`config.mk`:
```
export PLATFORM = sky130hd
export DESIGN_NAME = dmem_arbiter_flat
export DESIGN_NICKNAME = d
export VERILOG_FILES = /design/src/rtl/dmem_pkg.sv /design/src/rtl/dmem_arbiter_if.sv /design/src/rtl/dmem_arb_rdreg.sv /design/src/rtl/dmem_arbiter.sv /design/src/flat_wrapper.sv
export SDC_FILE = /design/constraint.sdc
export NUM_CORES = 1
export LEC_CHECK = 0
export ABC_AREA = 1
export ABC_CLOCK_PERIOD_IN_PS = 3700
export CAP_MARGIN = 15
export CORE_AREA = 5 5 117 119
export CTS_CLUSTER_DIAMETER = 120
export DETAILED_ROUTE_END_ITERATION = 7
export DIE_AREA = 0 0 122 124
export PLACE_DENSITY = 0.87
export SYNTH_ARGS = -nofsm -noshare
export SYNTH_HDL_FRONTEND = slang
export SYNTH_SLANG_ARGS = --single-unit
```
`constraint.sdc`:
```
create_clock -name Clk -period 3.7 [get_ports Clk]
set_input_delay 0.74 -clock Clk [delete_from_list [all_inputs] [get_ports Clk]]
set_output_delay 0.74 -clock Clk [all_outputs]
set_load 0.02 [all_outputs]
```
`src/rtl/dmem_pkg.sv`:
```
// dmem_pkg: shared state encoding, funct3 size codes and arbiter defaults.
package dmem_pkg;
  typedef enum logic {ST_CPU = 1'b0, ST_EXT_LOCK = 1'b1} state_e;
  localparam logic [2:0] FN_LB  = 3'b000;
  localparam logic [2:0] FN_LH  = 3'b001;
  localparam logic [2:0] FN_LW  = 3'b010;
  localparam logic [2:0] FN_LBU = 3'b100;
  localparam logic [2:0] FN_LHU = 3'b101;
  localparam int STARVE_MAX_DEF = 4;
  localparam int LOCK_MAX_DEF   = 8;
endpackage

```
`src/rtl/dmem_arbiter_if.sv`:
```
// dmem_arbiter_if: CPU, EXT and Data_Memory signals around the arbiter; slave is the arbiter side.
interface dmem_arbiter_if #(
  parameter int ADDR_W = 32,
  parameter int DATA_W = 32
);
  logic              cpu_req, cpu_we, cpu_stall, cpu_rvalid;
  logic [ADDR_W-1:0] cpu_addr;
  logic [DATA_W-1:0] cpu_wdata, cpu_rdata;
  logic [2:0]        cpu_funct3;
  logic              ext_req, ext_lock, ext_we, ext_gnt, ext_rvalid;
  logic [ADDR_W-1:0] ext_addr;
  logic [DATA_W-1:0] ext_wdata, ext_rdata;
  logic [2:0]        ext_funct3;
  logic [ADDR_W-1:0] mem_addr;
  logic [DATA_W-1:0] mem_wdata, mem_rdata;
  logic              mem_we;
  logic [2:0]        mem_funct3;
  modport slave (
    input  cpu_req, cpu_we, cpu_addr, cpu_wdata, cpu_funct3,
    output cpu_stall, cpu_rdata, cpu_rvalid,
    input  ext_req, ext_lock, ext_we, ext_addr, ext_wdata, ext_funct3,
    output ext_gnt, ext_rdata, ext_rvalid,
    output mem_addr, mem_wdata, mem_we, mem_funct3,
    input  mem_rdata
  );
  modport master (
    output cpu_req, cpu_we, cpu_addr, cpu_wdata, cpu_funct3,
    input  cpu_stall, cpu_rdata, cpu_rvalid,
    output ext_req, ext_lock, ext_we, ext_addr, ext_wdata, ext_funct3,
    input  ext_gnt, ext_rdata, ext_rvalid,
    input  mem_addr, mem_wdata, mem_we, mem_funct3,
    output mem_rdata
  );
endinterface

```
`src/rtl/dmem_arb_rdreg.sv`:
```
// dmem_arb_rdreg: registers memory read data on a granted read and pulses rvalid one cycle later.
module dmem_arb_rdreg #(
  parameter int DATA_W = 32
) (
  input  logic              clk,
  input  logic              rst,
  input  logic              fire_i,
  input  logic [DATA_W-1:0] rdata_i,
  output logic [DATA_W-1:0] rdata_o,
  output logic              rvalid_o
);
  logic [DATA_W-1:0] rdata_q;
  logic              rvalid_q;
  always_ff @(posedge clk) begin
    if (rst) begin
      rdata_q  <= '0;
      rvalid_q <= 1'b0;
    end else begin
      rdata_q  <= fire_i ? rdata_i : rdata_q;
      rvalid_q <= fire_i;
    end
  end
  assign rdata_o  = rdata_q;
  assign rvalid_o = rvalid_q;
endmodule

```
`src/rtl/dmem_arbiter.sv`:
```
// dmem_arbiter: shares Data_Memory between CPU (priority) and EXT with starvation guard and bounded lock.
// Defining DMEM_ARB_STATS_EN adds saturating grant/stall counters on extra ports.
module dmem_arbiter
  import dmem_pkg::*;
#(
  parameter int ADDR_W     = 32,
  parameter int DATA_W     = 32,
  parameter int STARVE_MAX = STARVE_MAX_DEF,
  parameter int LOCK_MAX   = LOCK_MAX_DEF
) (
  input logic Clk,
  input logic Reset,
  dmem_arbiter_if.slave bus
`ifdef DMEM_ARB_STATS_EN
  ,
  output logic [31:0] cpu_grant_cnt,
  output logic [31:0] ext_grant_cnt,
  output logic [31:0] cpu_stall_cnt
`endif
);
  localparam logic [3:0] SMAX = 4'(STARVE_MAX);
  localparam logic [3:0] LMAX = 4'(LOCK_MAX);
  state_e            state_q, state_d;
  logic [3:0]        starve_q, starve_d, lock_q, lock_d;
  logic              grant_cpu, grant_ext, lock_hold;
  logic [ADDR_W-1:0] addr_sel;
  always_ff @(posedge Clk) begin
    if (Reset) begin
      state_q  <= ST_CPU;
      starve_q <= 4'd0;
      lock_q   <= 4'd0;
    end else begin
      state_q  <= state_d;
      starve_q <= starve_d;
      lock_q   <= lock_d;
    end
  end
  // lock_q counts EXT beats of the current locked run, including the beat that opened it
  always_comb begin
    state_d  = (grant_ext && bus.ext_lock && ({1'b0, lock_q} + 5'd1 < {1'b0, LMAX})) ? ST_EXT_LOCK : ST_CPU;
    lock_d   = (state_d == ST_EXT_LOCK) ? lock_q + 4'd1 : 4'd0;
    starve_d = (grant_ext || !bus.ext_req) ? 4'd0 : (starve_q == SMAX ? starve_q : starve_q + 4'd1);
  end
  always_comb begin
    lock_hold      = (state_q == ST_EXT_LOCK) && bus.ext_req && (lock_q < LMAX);
    grant_ext      = lock_hold || (bus.ext_req && (!bus.cpu_req || starve_q == SMAX));
    grant_cpu      = bus.cpu_req && !grant_ext;
    addr_sel       = grant_ext ? bus.ext_addr : bus.cpu_addr;
    bus.mem_addr   = addr_sel;
    bus.mem_wdata  = grant_ext ? bus.ext_wdata : bus.cpu_wdata;
    bus.mem_funct3 = grant_ext ? bus.ext_funct3 : bus.cpu_funct3;
    bus.mem_we     = grant_ext ? bus.ext_we : (grant_cpu && bus.cpu_we);
    bus.cpu_stall  = bus.cpu_req && !grant_cpu;
    bus.ext_gnt    = grant_ext;
  end
  dmem_arb_rdreg #(.DATA_W(DATA_W)) u_cpu_rd (
    .clk(Clk), .rst(Reset), .fire_i(grant_cpu && !bus.cpu_we), .rdata_i(bus.mem_rdata),
    .rdata_o(bus.cpu_rdata), .rvalid_o(bus.cpu_rvalid)
  );
  dmem_arb_rdreg #(.DATA_W(DATA_W)) u_ext_rd (
    .clk(Clk), .rst(Reset), .fire_i(grant_ext && !bus.ext_we), .rdata_i(bus.mem_rdata),
    .rdata_o(bus.ext_rdata), .rvalid_o(bus.ext_rvalid)
  );
`ifdef DMEM_ARB_STATS_EN
  logic [31:0] cpu_grant_cnt_q, ext_grant_cnt_q, cpu_stall_cnt_q;
  always_ff @(posedge Clk) begin
    if (Reset) begin
      cpu_grant_cnt_q <= '0;
      ext_grant_cnt_q <= '0;
      cpu_stall_cnt_q <= '0;
    end else begin
      cpu_grant_cnt_q <= cpu_grant_cnt_q + 32'(grant_cpu && cpu_grant_cnt_q != '1);
      ext_grant_cnt_q <= ext_grant_cnt_q + 32'(grant_ext && ext_grant_cnt_q != '1);
      cpu_stall_cnt_q <= cpu_stall_cnt_q + 32'(bus.cpu_stall && cpu_stall_cnt_q != '1);
    end
  end
  assign cpu_grant_cnt = cpu_grant_cnt_q;
  assign ext_grant_cnt = ext_grant_cnt_q;
  assign cpu_stall_cnt = cpu_stall_cnt_q;
`endif
endmodule

```
`src/flat_wrapper.sv`:
```
// flat-port wrapper written by rule: the top's interface ports become plain ports
module dmem_arbiter_flat import dmem_pkg::*;
#(
  parameter int ADDR_W     = 32,
  parameter int DATA_W     = 32,
  parameter int STARVE_MAX = STARVE_MAX_DEF,
  parameter int LOCK_MAX   = LOCK_MAX_DEF
)
  (Clk, Reset, bus_cpu_req, bus_cpu_we, bus_cpu_addr, bus_cpu_wdata, bus_cpu_funct3, bus_cpu_stall, bus_cpu_rdata, bus_cpu_rvalid, bus_ext_req, bus_ext_lock, bus_ext_we, bus_ext_addr, bus_ext_wdata, bus_ext_funct3, bus_ext_gnt, bus_ext_rdata, bus_ext_rvalid, bus_mem_addr, bus_mem_wdata, bus_mem_we, bus_mem_funct3, bus_mem_rdata);
  dmem_arbiter_if #(.ADDR_W(ADDR_W), .DATA_W(DATA_W)) bus_i ();
  input logic Clk;
  input logic Reset;
  input wire logic [$bits(bus_i.cpu_req)-1:0] bus_cpu_req;
  input wire logic [$bits(bus_i.cpu_we)-1:0] bus_cpu_we;
  input wire logic [$bits(bus_i.cpu_addr)-1:0] bus_cpu_addr;
  input wire logic [$bits(bus_i.cpu_wdata)-1:0] bus_cpu_wdata;
  input wire logic [$bits(bus_i.cpu_funct3)-1:0] bus_cpu_funct3;
  output wire logic [$bits(bus_i.cpu_stall)-1:0] bus_cpu_stall;
  output wire logic [$bits(bus_i.cpu_rdata)-1:0] bus_cpu_rdata;
  output wire logic [$bits(bus_i.cpu_rvalid)-1:0] bus_cpu_rvalid;
  input wire logic [$bits(bus_i.ext_req)-1:0] bus_ext_req;
  input wire logic [$bits(bus_i.ext_lock)-1:0] bus_ext_lock;
  input wire logic [$bits(bus_i.ext_we)-1:0] bus_ext_we;
  input wire logic [$bits(bus_i.ext_addr)-1:0] bus_ext_addr;
  input wire logic [$bits(bus_i.ext_wdata)-1:0] bus_ext_wdata;
  input wire logic [$bits(bus_i.ext_funct3)-1:0] bus_ext_funct3;
  output wire logic [$bits(bus_i.ext_gnt)-1:0] bus_ext_gnt;
  output wire logic [$bits(bus_i.ext_rdata)-1:0] bus_ext_rdata;
  output wire logic [$bits(bus_i.ext_rvalid)-1:0] bus_ext_rvalid;
  output wire logic [$bits(bus_i.mem_addr)-1:0] bus_mem_addr;
  output wire logic [$bits(bus_i.mem_wdata)-1:0] bus_mem_wdata;
  output wire logic [$bits(bus_i.mem_we)-1:0] bus_mem_we;
  output wire logic [$bits(bus_i.mem_funct3)-1:0] bus_mem_funct3;
  input wire logic [$bits(bus_i.mem_rdata)-1:0] bus_mem_rdata;
  assign bus_i.cpu_req = bus_cpu_req;
  assign bus_i.cpu_we = bus_cpu_we;
  assign bus_i.cpu_addr = bus_cpu_addr;
  assign bus_i.cpu_wdata = bus_cpu_wdata;
  assign bus_i.cpu_funct3 = bus_cpu_funct3;
  assign bus_cpu_stall = bus_i.cpu_stall;
  assign bus_cpu_rdata = bus_i.cpu_rdata;
  assign bus_cpu_rvalid = bus_i.cpu_rvalid;
  assign bus_i.ext_req = bus_ext_req;
  assign bus_i.ext_lock = bus_ext_lock;
  assign bus_i.ext_we = bus_ext_we;
  assign bus_i.ext_addr = bus_ext_addr;
  assign bus_i.ext_wdata = bus_ext_wdata;
  assign bus_i.ext_funct3 = bus_ext_funct3;
  assign bus_ext_gnt = bus_i.ext_gnt;
  assign bus_ext_rdata = bus_i.ext_rdata;
  assign bus_ext_rvalid = bus_i.ext_rvalid;
  assign bus_mem_addr = bus_i.mem_addr;
  assign bus_mem_wdata = bus_i.mem_wdata;
  assign bus_mem_we = bus_i.mem_we;
  assign bus_mem_funct3 = bus_i.mem_funct3;
  assign bus_i.mem_rdata = bus_mem_rdata;
  dmem_arbiter #(.ADDR_W(ADDR_W), .DATA_W(DATA_W), .STARVE_MAX(STARVE_MAX), .LOCK_MAX(LOCK_MAX)) u_core (.Clk(Clk), .Reset(Reset), .bus(bus_i));
endmodule
```
==> run_results.csv <==
group,metric,value,unit
run_status,status,"finished clean",
clock_tree,clk_latency,0.32,ns
route,vias,5040,
final_layout,nets,1152,
floorplan,core-area,0.01247,mm2
setup_path,regToRegStartpoint,"u_core.starve_q[0]$_SDFFE_PP0N_",
final_layout,areaGrowthSynthToFinish,86.75,%
route,drt-pass1-iter-count,4,
yosys,synthCells,690,
setup_path,crit_family,"buffers and inverters",
clock_tree,clock_sinks,75,
pwr,power_leakage,3.612,nW
grt,grt_usage,0.2190,
final_layout,layoutNonFillerInstCount,1154,
grt,grt_pass1_vias,4579,
timing,timing.final.crit_share,0.9467,
clock_tree,clk_path_buf_depth,2,
pwr,p_total,2.569,mW
clock_tree,cts.htree.levels,3,
setup_path,endpoint_kind,"output pin",
placement,pre_cts_ws,0.2075,ns
clock_tree,cts_made_buffers,9,
timing,final-hold-violation-count,0,
setup_path,critPathKind,"input port to output pin",
route,antenna_left,0,
timing,period_needed,3.503,ns
yosys,yosys_warnings,0,
route,via_per_inst,4.367,
job,drv_cap,0,
pwr,ir_drop,0.0002253,V
pwr,p_per_area,341.3,mW/mm2
setup_path,crit_slowest_cell,"clkdlybuf4s50_1",
setup_path,ff2ff_path_depth,9,
timing,setup_viol,0,
grt,antenna_found_initial,1,
timing,maxSlewHeadroom,0.5185,
route,routedWlPerCell,15.29,um
yosys,ys_seq_area_frac,0.3724,
yosys,syn_avg_cell_area,5.843,um2
floorplan,die_w,122,um
setup_path,r2r_slack,1.35,ns
setup_path,crit_start,"bus_ext_req",
grt,grt_overflow,0,
clock_tree,post-cts-setup-buffers,0,
route,wl,17650,um
setup_path,worst-path-buf-inv,4,
hold_path,hp-start,"u_core.lock_q[0]$_SDFF_PP0_",
timing,tightest_slew,0.7205,ns
clock_tree,clk_pin_slew,0.05,ns
yosys,synthesis.area,0.004031,mm2
setup_path,cp_max_fo,68,
yosys,yosys.area.top_type_share,0.3724,
placement,detailed_place_hpwl,13850,um
yosys,synth_cell_types,19,
route,drc,0,
clock_tree,cts_hold_buf,0,
yosys,ys_ff_latch,75,
setup_path,crit_path_start_kind,"input port",
setup_path,crit_chain,"clkdlybuf4s50_1 -> nand2_4 -> inv_2 -> buf_12 -> nand2_1 -> nand2_1 -> clkdlybuf4s50_1",
yosys,syn_nets,866,
floorplan,num_rows,41,
timing,final-max-slew-violation-count,0,
placement,dpl.cell_count,1137,
floorplan,fp.dieArea,0.01513,mm2
clock_tree,clockRootBuffer,"clkbuf_16",
timing,fmax,0.2855,GHz
yosys,synth.area.top_cells,"dfxtp_1 (37%), nand2_1 (28%), nor2_1 (10%), inv_1 (7.0%), nand3_1 (4.7%)",
setup_path,worstPathArrival,2.76,ns
floorplan,start_util,0.3234,
setup_path,slowest_delay,0.65,ns
floorplan,die_height,124,um
final_layout,layout-drive-gt1-share,0.03364,
hold_path,hold_end,"u_core.lock_q[0]$_SDFF_PP0_",
hold_path,hold_depth,1,
clock_tree,cts_resized,0,
setup_path,r2r-end,"u_core.starve_q[0]$_SDFFE_PP0N_",
setup_path,required,2.96,ns
route,drtIter0Drc,382,
final_layout,design_area,0.007528,mm2
timing,clock_skew,0.006743,ns
hold_path,min_path_type,"flip-flop to flip-flop",
yosys,synth_top_area_cell,"dfxtp_1",
placement,finalWeightedCongestion,0.9460,
grt,grt_max_degree,69,
placement,port_buffers,308,
clock_tree,tritoncts,"built",
grt,grt_pass1_wl,25640,um
floorplan,ios,309,
placement,postPlaceCellArea,0.007218,mm2
timing,rsz0062_at_grt,"false",
timing,final.setup.tns,0,ns
timing,worst_slack,0.1971,ns
[synth_stat cells, drive strengths merged]
library cell,n
dfxtp,75
conb,1
nand2,306
nand3,40
buf,35
clkbuf,7
inv,77
ha,3
a21oi,33
nand4,2
xnor2,2
nor2,107
o21ai,2
[flip-flops by register name, indices dropped and copies added (netlist names)]
register	count
u_core.u_cpu_rd.rvalid_o	1
u_core.u_ext_rd.rdata_o	32
u_core.starve_q	4
u_core.u_ext_rd.rvalid_o	1
u_core.lock_q	4
u_core.state_q	1
u_core.u_cpu_rd.rdata_o	32
[logic make-up after synthesis]
| logic type | count (synthesis) | synth area share |
|---|---|---|
| xor gates and xnor gates | 2 | 0.004346 |
| buffers and inverters | 119 | 0.1279 |
| other | 1 | 0.0009302 |
| adders and majority gates | 3 | 0.009312 |
| and+or+nand+nor | 455 | 0.4417 |
| DFF | 75 | 0.3724 |
| AOI/OAI and AO/OA | 35 | 0.04345 |
[per-stage QoR]
stage / hold slack [ns] / util
2_1_floorplan: 0.4295 / -
3_3_place_gp: 0.4434 / 0.5790
3_5_place_dp: 0.4543 / 0.5790
4_1_cts: 0.4669 / 0.6037
5_1_grt: 0.4944 / 0.6037
6_report: 0.4634 / 0.6039
[worst max-delay path by stage]
stage               cells past startpoint                to  slack, ns
global route                            7  bus_mem_addr[20]       0.12
global placement                        7  bus_mem_addr[23]       0.23
detailed placement                      7  bus_mem_addr[23]       0.21
finish                                  7  bus_mem_addr[22]       0.20
floorplan                               6   bus_mem_addr[0]       1.47
CTS                                     7  bus_mem_addr[22]       0.20
[metal layers]
metal  wire length (um)  vias up  GRT usage
li1                   -     2617          -
met2               8285      172     0.3643
met4                208        2    0.04622
met5                 13        -          0
met1               7137     2231     0.2673
met3               2000       18    0.08992
[placed cells by master (no fill, tap or decap), types with 2 or more instances in the layout]
cell / n
a21oi_1: 33
buf_12: 4
buf_4: 9
clkbuf_1: 3
clkbuf_16: 9
clkbuf_8: 3
clkdlybuf4s50_1: 304
dfxtp_1: 75
ha_1: 3
inv_1: 74
inv_2: 3
nand2_1: 305
nand3_1: 38
nand3_2: 2
nand4_1: 2
nor2_1: 106
o21ai_0: 2
xnor2_1: 2
[power by group]
group	switching (mW)	total (mW)	internal, mW
Sequential	0.0225	0.875	0.853
Clock	0.312	0.891	0.578
Combinational	0.389	0.803	0.414
[cell type report]
type | instances | area (um2)
Fill cell | 1138 | 4937
Timing Repair Buffer | 317 | 3191
Antenna cell | 1 | 2.502
Sequential cell | 75 | 1501
Tap cell | 172 | 215.2
Clock inverter | 1 | 30.03
Inverter | 77 | 289.0
Clock buffer | 15 | 277.8
Multi-Input combinational cell | 496 | 2022
(Power assumes the default switching activity.)
